--- src/rtl/gbt_fifo_fill_fsm.sv ---
// Write-side controller for the GBT transmit FIFO: collects one frame from the source,
// raises READY for the reader, waits for the drain, then holds READY low for a gap.
module gbt_fifo_fill_fsm #(
    parameter  int DATA_WIDTH = 16,
    parameter  int MAX_WORDS  = 512,
    parameter  int MT_GUARD   = 4,
    parameter  int GAP_CYCLES = 3,
    localparam int CW         = $clog2(MAX_WORDS + 1)
) (
    input  logic                  i_clk,
    input  logic                  i_rst_n,
    input  logic [DATA_WIDTH-1:0] i_din,
    input  logic                  i_dv,
    input  logic                  i_sof,
    input  logic                  i_eof,
    input  logic                  i_full,
    input  logic                  i_mt,
    output logic                  o_wr_en,
    output logic [DATA_WIDTH-1:0] o_dout,
    output logic                  o_ready,
    output logic                  o_busy,
    output logic                  o_ovfl,
    output logic [CW-1:0]         o_wcount
);

    localparam int TMAX = (MT_GUARD > GAP_CYCLES) ? MT_GUARD : GAP_CYCLES;
    localparam int TW   = (TMAX < 1) ? 1 : $clog2(TMAX + 1);
    localparam logic ONE_WORD_FRAME = (MAX_WORDS == 1);

    typedef enum logic [1:0] {
        ST_IDLE  = 2'd0,
        ST_FILL  = 2'd1,
        ST_READY = 2'd2,
        ST_GAP   = 2'd3
    } state_t;

    state_t                r_state;
    state_t                w_next_state;
    logic                  r_wr_en;
    logic                  w_wr_en;
    logic [DATA_WIDTH-1:0] r_dout;
    logic [DATA_WIDTH-1:0] w_dout;
    logic                  r_ready;
    logic                  r_busy;
    logic                  r_ovfl;
    logic                  w_ovfl;
    logic [CW-1:0]         r_wcount;
    logic [CW-1:0]         w_wcount;
    logic [CW-1:0]         w_wcount_inc;
    logic [TW-1:0]         r_timer;
    logic [TW-1:0]         w_timer;

    // State register.
    always_ff @(posedge i_clk or negedge i_rst_n) begin
        if (!i_rst_n) begin
            r_state <= ST_IDLE;
        end else begin
            r_state <= w_next_state;
        end
    end

    // Next-state, datapath and timer decode; timer holds the Ready guard, then the Gap length.
    always_comb begin
        w_next_state = r_state;
        w_wr_en      = 1'b0;
        w_dout       = r_dout;
        w_ovfl       = r_ovfl;
        w_wcount     = r_wcount;
        w_timer      = r_timer;
        w_wcount_inc = r_wcount + {{(CW-1){1'b0}}, 1'b1};
        case (r_state)
            ST_IDLE: begin
                if (i_dv && i_sof) begin
                    if (i_full) begin
                        w_ovfl = 1'b1;
                    end else begin
                        w_wr_en  = 1'b1;
                        w_dout   = i_din;
                        w_wcount = {{(CW-1){1'b0}}, 1'b1};
                        w_ovfl   = 1'b0;
                        if (i_eof || ONE_WORD_FRAME) begin
                            w_next_state = ST_READY;
                            w_timer      = TW'(MT_GUARD);
                        end else begin
                            w_next_state = ST_FILL;
                        end
                    end
                end else begin
                    w_next_state = ST_IDLE;
                end
            end
            ST_FILL: begin
                if (i_dv) begin
                    if (i_full) begin
                        w_ovfl       = 1'b1;
                        w_next_state = ST_READY;
                        w_timer      = TW'(MT_GUARD);
                    end else begin
                        w_wr_en  = 1'b1;
                        w_dout   = i_din;
                        w_wcount = w_wcount_inc;
                        // Closing at the limit guarantees no word past MAX_WORDS is ever written.
                        if (i_eof || (w_wcount_inc == CW'(MAX_WORDS))) begin
                            w_next_state = ST_READY;
                            w_timer      = TW'(MT_GUARD);
                        end else begin
                            w_next_state = ST_FILL;
                        end
                    end
                end else begin
                    w_next_state = ST_FILL;
                end
            end
            ST_READY: begin
                if (r_timer != {TW{1'b0}}) begin
                    w_timer = r_timer - {{(TW-1){1'b0}}, 1'b1};
                end else if (i_mt) begin
                    w_next_state = ST_GAP;
                    w_timer      = TW'(GAP_CYCLES - 1);
                end else begin
                    w_next_state = ST_READY;
                end
            end
            ST_GAP: begin
                if (r_timer == {TW{1'b0}}) begin
                    w_next_state = ST_IDLE;
                end else begin
                    w_timer = r_timer - {{(TW-1){1'b0}}, 1'b1};
                end
            end
            default: begin
                w_next_state = ST_IDLE;
                w_timer      = {TW{1'b0}};
            end
        endcase
    end

    // Registered outputs and datapath; READY/BUSY follow the state being entered.
    always_ff @(posedge i_clk or negedge i_rst_n) begin
        if (!i_rst_n) begin
            r_wr_en  <= 1'b0;
            r_dout   <= {DATA_WIDTH{1'b0}};
            r_ready  <= 1'b0;
            r_busy   <= 1'b0;
            r_ovfl   <= 1'b0;
            r_wcount <= {CW{1'b0}};
            r_timer  <= {TW{1'b0}};
        end else begin
            r_wr_en  <= w_wr_en;
            r_dout   <= w_dout;
            r_ready  <= (w_next_state == ST_READY);
            r_busy   <= (w_next_state != ST_IDLE);
            r_ovfl   <= w_ovfl;
            r_wcount <= w_wcount;
            r_timer  <= w_timer;
        end
    end

    assign o_wr_en  = r_wr_en;
    assign o_dout   = r_dout;
    assign o_ready  = r_ready;
    assign o_busy   = r_busy;
    assign o_ovfl   = r_ovfl;
    assign o_wcount = r_wcount;

endmodule
--- config.mk ---
export PLATFORM = sky130hd
export DESIGN_NAME = gbt_fifo_fill_fsm
export DESIGN_NICKNAME = d
export VERILOG_FILES = /design/src/rtl/gbt_fifo_fill_fsm.sv
export SDC_FILE = /design/constraint.sdc
export NUM_CORES = 1
export LEC_CHECK = 0
export ABC_AREA = 1
export CORE_MARGIN = 2
export CORE_UTILIZATION = 49
export CTS_BUF_LIST = sky130_fd_sc_hd__clkbuf_4
export CTS_CLUSTER_SIZE = 24
export DETAILED_ROUTE_END_ITERATION = 16
export PLACE_DENSITY = 0.82
export RECOVER_POWER = 100
export SYNTH_ARGS = -nofsm -noshare
export SYNTH_HDL_FRONTEND = slang
export SYNTH_SLANG_ARGS = --single-unit
--- constraint.sdc ---
create_clock -name i_clk -period 2.3 [get_ports i_clk]
set_clock_uncertainty 0.1 [all_clocks]
set_input_delay 0.46 -clock i_clk [delete_from_list [all_inputs] [get_ports i_clk]]
set_output_delay 0.46 -clock i_clk [all_outputs]
set_load 0.01 [all_outputs]
## Yosys cells after proc, flatten, opt, wreduce, memory -nomap -nowiden

Index checks and enable logic that the tools add are counted.
Widths: inputs -> output; s select.

| storage, ports and cells | value |
|---|---|
| flip-flop bits (word level) | 35 |
| input port bits | 23 |
| output and inout bits | 30 |
| word-level logic and storage cells | 73 |

| cells by class | value |
|---|---|
| add/sub/neg operators | 2 |
| equal/unequal tests | 14 |
| mux-type cells | 38 |
| reduce and logical (&&, ||, !) cells | 11 |

Operators by type and width:

| cell | count |
|---|---|
| $mux 16 | 3 |
| $mux 10 | 4 |
| $pmux 16 s2 | 1 |
| $mux 3 | 9 |
| $pmux 10 s2 | 1 |
| $mux 2 | 8 |
| $ne 2x2->1 const B | 7 |
| $pmux 3 s4 | 1 |
| $add 10x1->10 const B | 1 |
| $eq 10x10->1 const B | 1 |
| $mux 1 | 8 |
| $pmux 2 s4 | 1 |
| $reduce_and 7->1 | 1 |
| $eq 2x2->1 const B | 3 |
| $ne 3x3->1 const B | 2 |
| $reduce_and 5->1 | 1 |
| $pmux 1 s2 | 2 |
| $reduce_and 4->1 | 1 |
| $reduce_bool 2->1 | 2 |
| $logic_not 3->1 | 1 |
| $reduce_and 3->1 | 1 |
| $reduce_bool 3->1 | 1 |
| $sub 3x1->3 const B | 1 |
| $eq 2x1->1 const B | 1 |
| other kinds (3) | 3 |

## Logic depth before layout (Yosys ltp)

Gate-level depths: netlist of the first run.

| logic depth | value |
|---|---|
| depth after elaboration | 8 |
| mapped depth | 14 |
| gate-level depth less buffers | 14 |

## Worst setup path after synthesis of the first run

No wires, ideal clock.

| timing | value |
|---|---|
| path kind | register -> register |
| start point | register r_wcount[0] (netlist: o_wcount[0]) |
| end point | register r_busy (netlist: o_busy) |
| library setup time | 0.125 ns |
| arrival | 1.534 ns |
| data required time | 2.075 ns |
| setup slack | 0.541 ns |
| stages on the path, launching flop included | 13 |
| path buffers | 0 |
| clock period less this slack | 1.759 ns |
| cell sequence | dfrtp_1 -> ha_1 -> nand3_1 -> inv_1 -> nand2_1 -> nand2_1 -> nand2_1 -> nor2_1 -> nand3_2 -> nand3_2 -> nand2_2 -> nor2_4 -> nand3_1 |

| on the way | value |
|---|---|
| cells in the longest elaborated chain, start to end | 8 |

RTL lines:

| item | line | source |
|---|---|---|
| from (decl) | 47 | `logic [CW-1:0] r_wcount;` |
| from (signal assigned) | 146 | `r_wcount <= {CW{1'b0}};` |
| from (signal assigned) | 154 | `r_wcount <= w_wcount;` |
| $add 10x1->10 | 70 | `w_wcount_inc = r_wcount + {{(CW-1){1'b0}}, 1'b1};` |
| $eq 10x10->1 | 103 | `if (i_eof \|\| (w_wcount_inc == CW'(MAX_WORDS))) begin` |
| $logic_or 1x1->1 | 103 |  |
| $mux 2 | 103 |  |
| $mux 2 | 94 | `if (i_full) begin` |
| $mux 2 | 93 | `if (i_dv) begin` |
| $pmux 2 s4 | 71 | `case (r_state)` |
| $reduce_bool 2->1 | 152 | `r_busy <= (w_next_state != ST_IDLE);` |
| to (signal assigned) | 152 |  |
| to (decl) | 44 | `logic r_busy;` |

Every way passes these cells.
A chain may end at the register's enable or synchronous reset.

## Worst setup path in the final report of the first run

| timing | value |
|---|---|
| start point | register r_wcount[2] (netlist: o_wcount[2]) |
| end point | output o_wcount[2] |

RTL lines:

| item | line | source |
|---|---|---|
| to (decl) | 23 | `output logic [CW-1:0] o_wcount` |

No word-level cell between the ends.

==> out/metrics.yaml, run 1 <==
run_status:
  outcome: "completed"
global_routing:
  globalRouteOverflowTotal: 0
  track_usage: 0.206
  antenna_found_initial: 0
  grt_pass1_wl_um: 6590
  grt_max_degree: 36
  grt_pass1_vias: 1520
synth:
  async_flop_share: 1.00
  synth-seq-cells: 35
  syn_avg_cell_area_um2: 7.73
  synth_common_cells: "nand2_1, dfrtp_1, inv_1"
  ys.flop_type: "dfrtp_1"
  synth_area_leaders: "dfrtp_1, nand2_1, inv_1"
  synthesis.area_mm2: 0.00180
  yosysTopAreaCell: "dfrtp_1"
  synth_top_area_frac: 0.486
  yosys_warnings: 0
  synth_edf_count: 0
  yosysMostFrequentCell: "nand2_1"
  synth.distinct_cells: 26
  syn_inst: 233
  seq_area_frac_synth: 0.486
  syn-num-nets: 260
sta:
  drv_slew: 0
  grt_setup_unrepaired: "no"
  tns_ns: 0
  fin_crit_sh: 0.880
  period_needed_ns: 2.02
  max_slew_margin: 0.438
  max_freq_mhz: 494
  setup_violations: 0
  finalHoldViolCount: 0
  tightest_slew_ns: 0.843
run:
  maxCapViolations: 0
floorplanning:
  dieWidth_um: 64.6
  ioPinCount: 53
  die_area_mm2: 0.00418
  start_util: 0.499
  fp.dieH_um: 64.6
  rows: 22
  design.core.area_mm2: 0.00361
worst_setup_path:
  startpoint_type: "register"
  cp_slowest_cell: "dlygate4sd3_1"
  endpoint: "o_wcount[2]"
  r2r-start: "o_wcount[0]"
  cpLargestDelayFamily: "buffers and inverters"
  path_class: "register to primary output"
  cp_cell_sequence: "dlygate4sd3_1"
  worstReg2RegEnd: "r_timer[1]"
  worstPathMaxFanout: 7
  max_stage_delay_ns: 0.64
  crit_path_start: "o_wcount[2]"
  worstPathArrival_ns: 1.46
  regToRegSetupSlack_ns: 0.28
  crit_buf_inv: 1
  reg2regPathDepth: 13
  crit_path_end_kind: "primary output"
  cp.depth: 1
  cp_data_required_time_ns: 1.74
routing:
  drc: 0
  wl_um: 3860
  vias: 1652
  detail-route-antenna-nets: 0
  drt_iter0_drc: 140
  dr.pass1.iters: 4
  via_per_inst: 4.90
  wire_per_inst_um: 11.4
clocking:
  cts_num_sinks: 35
  post_cts_resized: 0
  path_clk_slew_ns: 0.11
  cts_max_level: 2
  cts_tree: "built"
  cts-root-buf: "clkbuf_4"
  postCtsSetupRepairBufs: 0
  cts_buffers: 5
  clockBufferDepth: 2
  holdBufCountCts: 0
  clk_latency_ns: 0.34
final_layout:
  fillers: 311
  area.growth.synth_to_final_pct: 35.3
  insertedDiodeCount: 0
  fin_nets: 316
  drive_above_1_share: 0.0692
hold_path:
  hold_depth: 2
  hp-class: "register to register"
pwr:
  ir_worst_vdd_mv: 0.628
  leakagePower_nw: 1.23
  power.density_mw_per_mm2: 1100
  total_power_mw: 2.68
place:
  post-dp-hpwl_um: 2860
  io_buffers: 52
  finalWeightedCongestion: 0.964
## final cells by class
type	instances	area [um2]	area share
flip-flops and latches	35	876	0.360
multi-input cells	164	778	0.319
repair buffers	55	541	0.222
inverters	28	106	0.0437
well taps	48	60.1	0.0247
clock buffers	5	37.5	0.0154
clock inverters	2	37.5	0.0154
## state kept, by name (all words and copies together), names as in the netlist
register,flops
o_ready,1
o_wr_en,1
o_ovfl,1
o_busy,1
o_dout,16
r_timer,3
r_state,2
o_wcount,10
## power by group
part	switching (mW)	internal, mW
sequential	0.194	0.855
combinational	0.645	0.552
clock	0.212	0.223
## kinds of logic after synthesis
kind of cell             Yosys count  share of synthesized area
adder cells (fa/ha/maj)            4                     0.0278
flip-flops                        35                      0.486
AO/OA/AOI/OAI                     22                     0.0695
XOR/XNOR                           1                    0.00487
AND/OR/NAND/NOR                  137                      0.336
buffers and inverters             34                     0.0750
## metrics by stage
step	area [um2]	utilization	worst slack, ns	instances	hold slack (ns)
after floorplan	1800	-	0.541	233	0.0644
after global placement	2380	0.660	0.168	330	0.354
after detailed placement	2380	0.660	0.109	330	0.360
after CTS	2460	0.681	0.296	337	0.385
after global routing	2440	0.676	0.0972	337	0.416
final	2440	0.676	0.276	337	0.375
## cell usage in the layout (no fill, tap or decap), types with 3 or more instances in the layout
| cell | instances |
|---|---|
| nand2_1 | 96 |
| dfrtp_1 | 35 |
| dlygate4sd3_1 | 31 |
| inv_1 | 27 |
| clkdlybuf4s50_1 | 21 |
| nand3_1 | 16 |
| nor2_1 | 10 |
| o21ai_0 | 9 |
| clkbuf_4 | 5 |
| nor3_1 | 4 |
| o22ai_1 | 4 |
| ha_1 | 4 |
| nor2_2 | 3 |
| a21oi_1 | 3 |
| o21ai_1 | 3 |
## metal layers
layer / up-vias / wire [um] / track usage
li1: 840 / - / -
met1: 743 / 1660 / 0.253
met2: 62 / 1890 / 0.342
met5: - / 0 / 0
met4: 0 / 65 / 0.0878
met3: 7 / 249 / 0.0538
## worst min path at each step
stage               startpoint    endpoint  slack [ns]
CTS                  o_dout[0]   o_dout[0]        0.39
global route        o_dout[15]  o_dout[15]        0.42
global placement     o_dout[0]   o_dout[0]        0.35
finish               o_dout[4]   o_dout[4]        0.38
detailed placement   o_dout[0]   o_dout[0]        0.36
floorplan              i_rst_n      o_busy        0.06
Power figures use the tool's default switching activity.
==> run 2: changes to the inputs <==
CORE_ASPECT_RATIO = 1.5   (was unset)
CORE_UTILIZATION = 55   (was 49)
DONT_BUFFER_PORTS = 1   (was unset)
PLACE_DENSITY = 0.7   (was 0.82)
==> run 2 against run 1 <==
Critical path depth rose by 11; via count fell by 8.8%; fmax rose by 0.96%; die area fell by 10%; critical endpoint is now o_busy; highest routed layer unchanged; non-clock buffer count fell by 50; cell count fell by 17%.
==> out/metrics.yaml, run 2 (same netlist as run 1, synthesis figures left out) <==
run_status:
  outcome: "completed"  # unchanged
sta:
  tns_ns: 0  # unchanged
  setup_ws_ns: 0.295  # was 0.276 ns
  period_needed_ns: 2.00  # was 2.02 ns
  drv_slew: 0  # unchanged
  setup_violations: 0  # unchanged
  grt_setup_unrepaired: "no"  # unchanged
  tightest_slew_ns: 0.815  # was 0.843 ns
  finalHoldViolCount: 0  # unchanged
  fin_crit_sh: 0.872  # was 0.880
  max_slew_margin: 0.456  # was 0.438
  max_freq_mhz: 499  # was 494 MHz
  whs_ns: 0.125  # was 0.375 ns
worst_setup_path:
  crit_path_start: "o_wcount[0]"  # was o_wcount[2]
  startpoint_type: "register"  # unchanged
  path_class: "register to register"  # was register to primary output
  endpoint: "o_busy"  # was o_wcount[2]
  worstPathArrival_ns: 2.13  # was 1.46 ns
  crit_path_end_kind: "register"  # was primary output
  cp_data_required_time_ns: 2.43  # was 1.74 ns
  worstPathMaxFanout: 7  # unchanged
  reg2regPathDepth: 12  # was 13
  regToRegSetupSlack_ns: 0.30  # was 0.28 ns
  worstReg2RegEnd: "o_busy"  # was r_timer[1]
  r2r-start: "o_wcount[0]"  # unchanged
global_routing:
  grt_pass1_vias: 1504  # was 1520
  grt_pass1_wl_um: 6340  # was 6590 um
  antenna_found_initial: 0  # unchanged
  track_usage: 0.227  # was 0.206
  globalRouteOverflowTotal: 0  # unchanged
  grt_max_degree: 36  # unchanged
clocking:
  cts_buffers: 5  # unchanged
  cts_tree: "built"  # unchanged
  cts_max_level: 2  # unchanged
  cts_num_sinks: 35  # unchanged
  clk_latency_ns: 0.34  # about the same
  postCtsSetupRepairBufs: 0  # unchanged
  path_clk_slew_ns: 0.10  # was 0.11 ns
  holdBufCountCts: 2  # was 0
  post_cts_resized: 0  # unchanged
  clockBufferDepth: 2  # unchanged
  cts-root-buf: "clkbuf_4"  # unchanged
floorplanning:
  dieWidth_um: 50.7  # was 64.6 um
  start_util: 0.576  # was 0.499
  die_area_mm2: 0.00376  # was 0.00418 mm2
  ioPinCount: 53  # unchanged
  design.core.area_mm2: 0.00313  # was 0.00361 mm2
  fp.dieH_um: 74.1  # was 64.6 um
  rows: 25  # was 22
pwr:
  seqPwrFrac: 0.493  # was 0.391
  leakagePower_nw: 0.970  # was 1.23 nW
  switching_share: 0.428  # was 0.392
  ir_worst_vdd_mv: 0.742  # was 0.628 mV
  switching_power_mw: 1.01  # was 1.05 mW
  pwr-share-comb: 0.328  # was 0.446
  p_clk_frac: 0.179  # was 0.162
  power.density_mw_per_mm2: 1230  # was 1100 mW/mm2
  p_int_mw: 1.35  # was 1.63 mW
routing:
  dr.pass1.iters: 4  # unchanged
  drt_iter0_drc: 48  # was 140
  detail-route-antenna-nets: 0  # unchanged
  wl_um: 3710  # was 3860 um
  drc: 0  # unchanged
  via_per_inst: 5.40  # was 4.90
  vias: 1506  # was 1652
  wire_per_inst_um: 13.3  # was 11.4 um
final_layout:
  drive_above_1_share: 0.0837  # was 0.0692
  insertedDiodeCount: 0  # unchanged
  area.growth.synth_to_final_pct: 6.46  # was 35.3%
  largest_reg_flops: 16  # unchanged
  finish.utilization: 0.613  # was 0.676
  fin_nets: 266  # was 316
  final_common_cell: "nand2_1"  # unchanged
  final_cell_mix: "nand2_1, dfrtp_1, inv_1"  # was nand2_1, dfrtp_1, dlygate4sd3_1
hold_path:
  hp-class: "primary input to register"  # was register to register
run:
  maxCapViolations: 0  # unchanged
place:
  dp_slack_ns: 0.348  # was 0.109 ns
  io_buffers: 0  # was 52
  post-dp-hpwl_um: 2780  # was 2860 um
  finalWeightedCongestion: 0.837  # was 0.964
[run 2: cell count changes in the layout (fill, tap and decap cells not counted)]
| cell | delta |
|---|---|
| clkbuf_1 | +3 |
| dlygate4sd3_1 | -30 |
| nand2_2 | +2 |
| buf_4 | -2 |
| nand2_1 | -2 |
| clkdlybuf4s50_1 | -21 |
[run 2: worst max-delay path: stages (launching register included)]
cell     delay [ns]
dfrtp_1        0.52
ha_1           0.29
nand3_1        0.12
inv_1          0.09
nand2_1        0.05
nand2_1        0.05
nand2_1        0.06
nor2_1         0.13
nand3_2        0.09
nand3_1        0.13
nand2_2        0.08
nor2_4         0.10
nand3_1        0.08
[run 2: worst min path at each step]
stage,cells past startpoint,end,slack (ns),start
after floorplan,0,o_busy,0.06,i_rst_n
after global placement,0,o_dout[11],0.07,i_rst_n
after detailed placement,0,o_dout[14],0.07,i_rst_n
after CTS,2,o_dout[7],0.11,i_din[7]
after global routing,2,o_dout[5],0.11,i_din[5]
final,2,o_dout[7],0.12,i_din[7]
[run 2: power by group through the flow]
stage	combinational, mW	clock (mW)	sequential (mW)
floorplan	0.664	0	1.10
global placement	0.748	0	1.17
detailed placement	0.784	0	1.18
CTS	0.811	0.443	1.17
global route	0.905	0.459	1.20
finish	0.775	0.424	1.17
[run 2: through the flow]
step	instance area, um2	power [mW]	cells
finish	1920	2.37	279
global route	1920	2.56	279
CTS	1960	2.43	279
detailed placement	1850	1.97	270
global placement	1850	1.92	270
floorplan	1800	1.77	233
[run 2: cell type report]
| type | count | area [um2] |
|---|---|---|
| fill | 279 | 1210 |
| timing repair buffer | 5 | 26.3 |
| inverter | 28 | 106 |
| sequential | 35 | 876 |
| clock buffer | 5 | 37.5 |
| multi-input combinational | 164 | 783 |
| clock inverter | 2 | 37.5 |
| tap | 40 | 50.0 |
[run 2: routing by layer]
metal	vias to the layer above	wire [um]	share of wire	GRT usage
li1	744	-	-	-
met1	699	1320	0.35	0.229
met2	53	2050	0.55	0.401
met3	10	228	0.062	0.0683
met4	0	115	0.031	0.150
met5	-	0	0	0
==> run 3: changes to the inputs <==
CAP_MARGIN = 20   (was unset)
CTS_CLUSTER_SIZE = 25   (was 24)
SLEW_MARGIN = 20   (was unset)
==> results of run 3 <==
The final DEF is identical to that of run 2; final timing and power are the same.
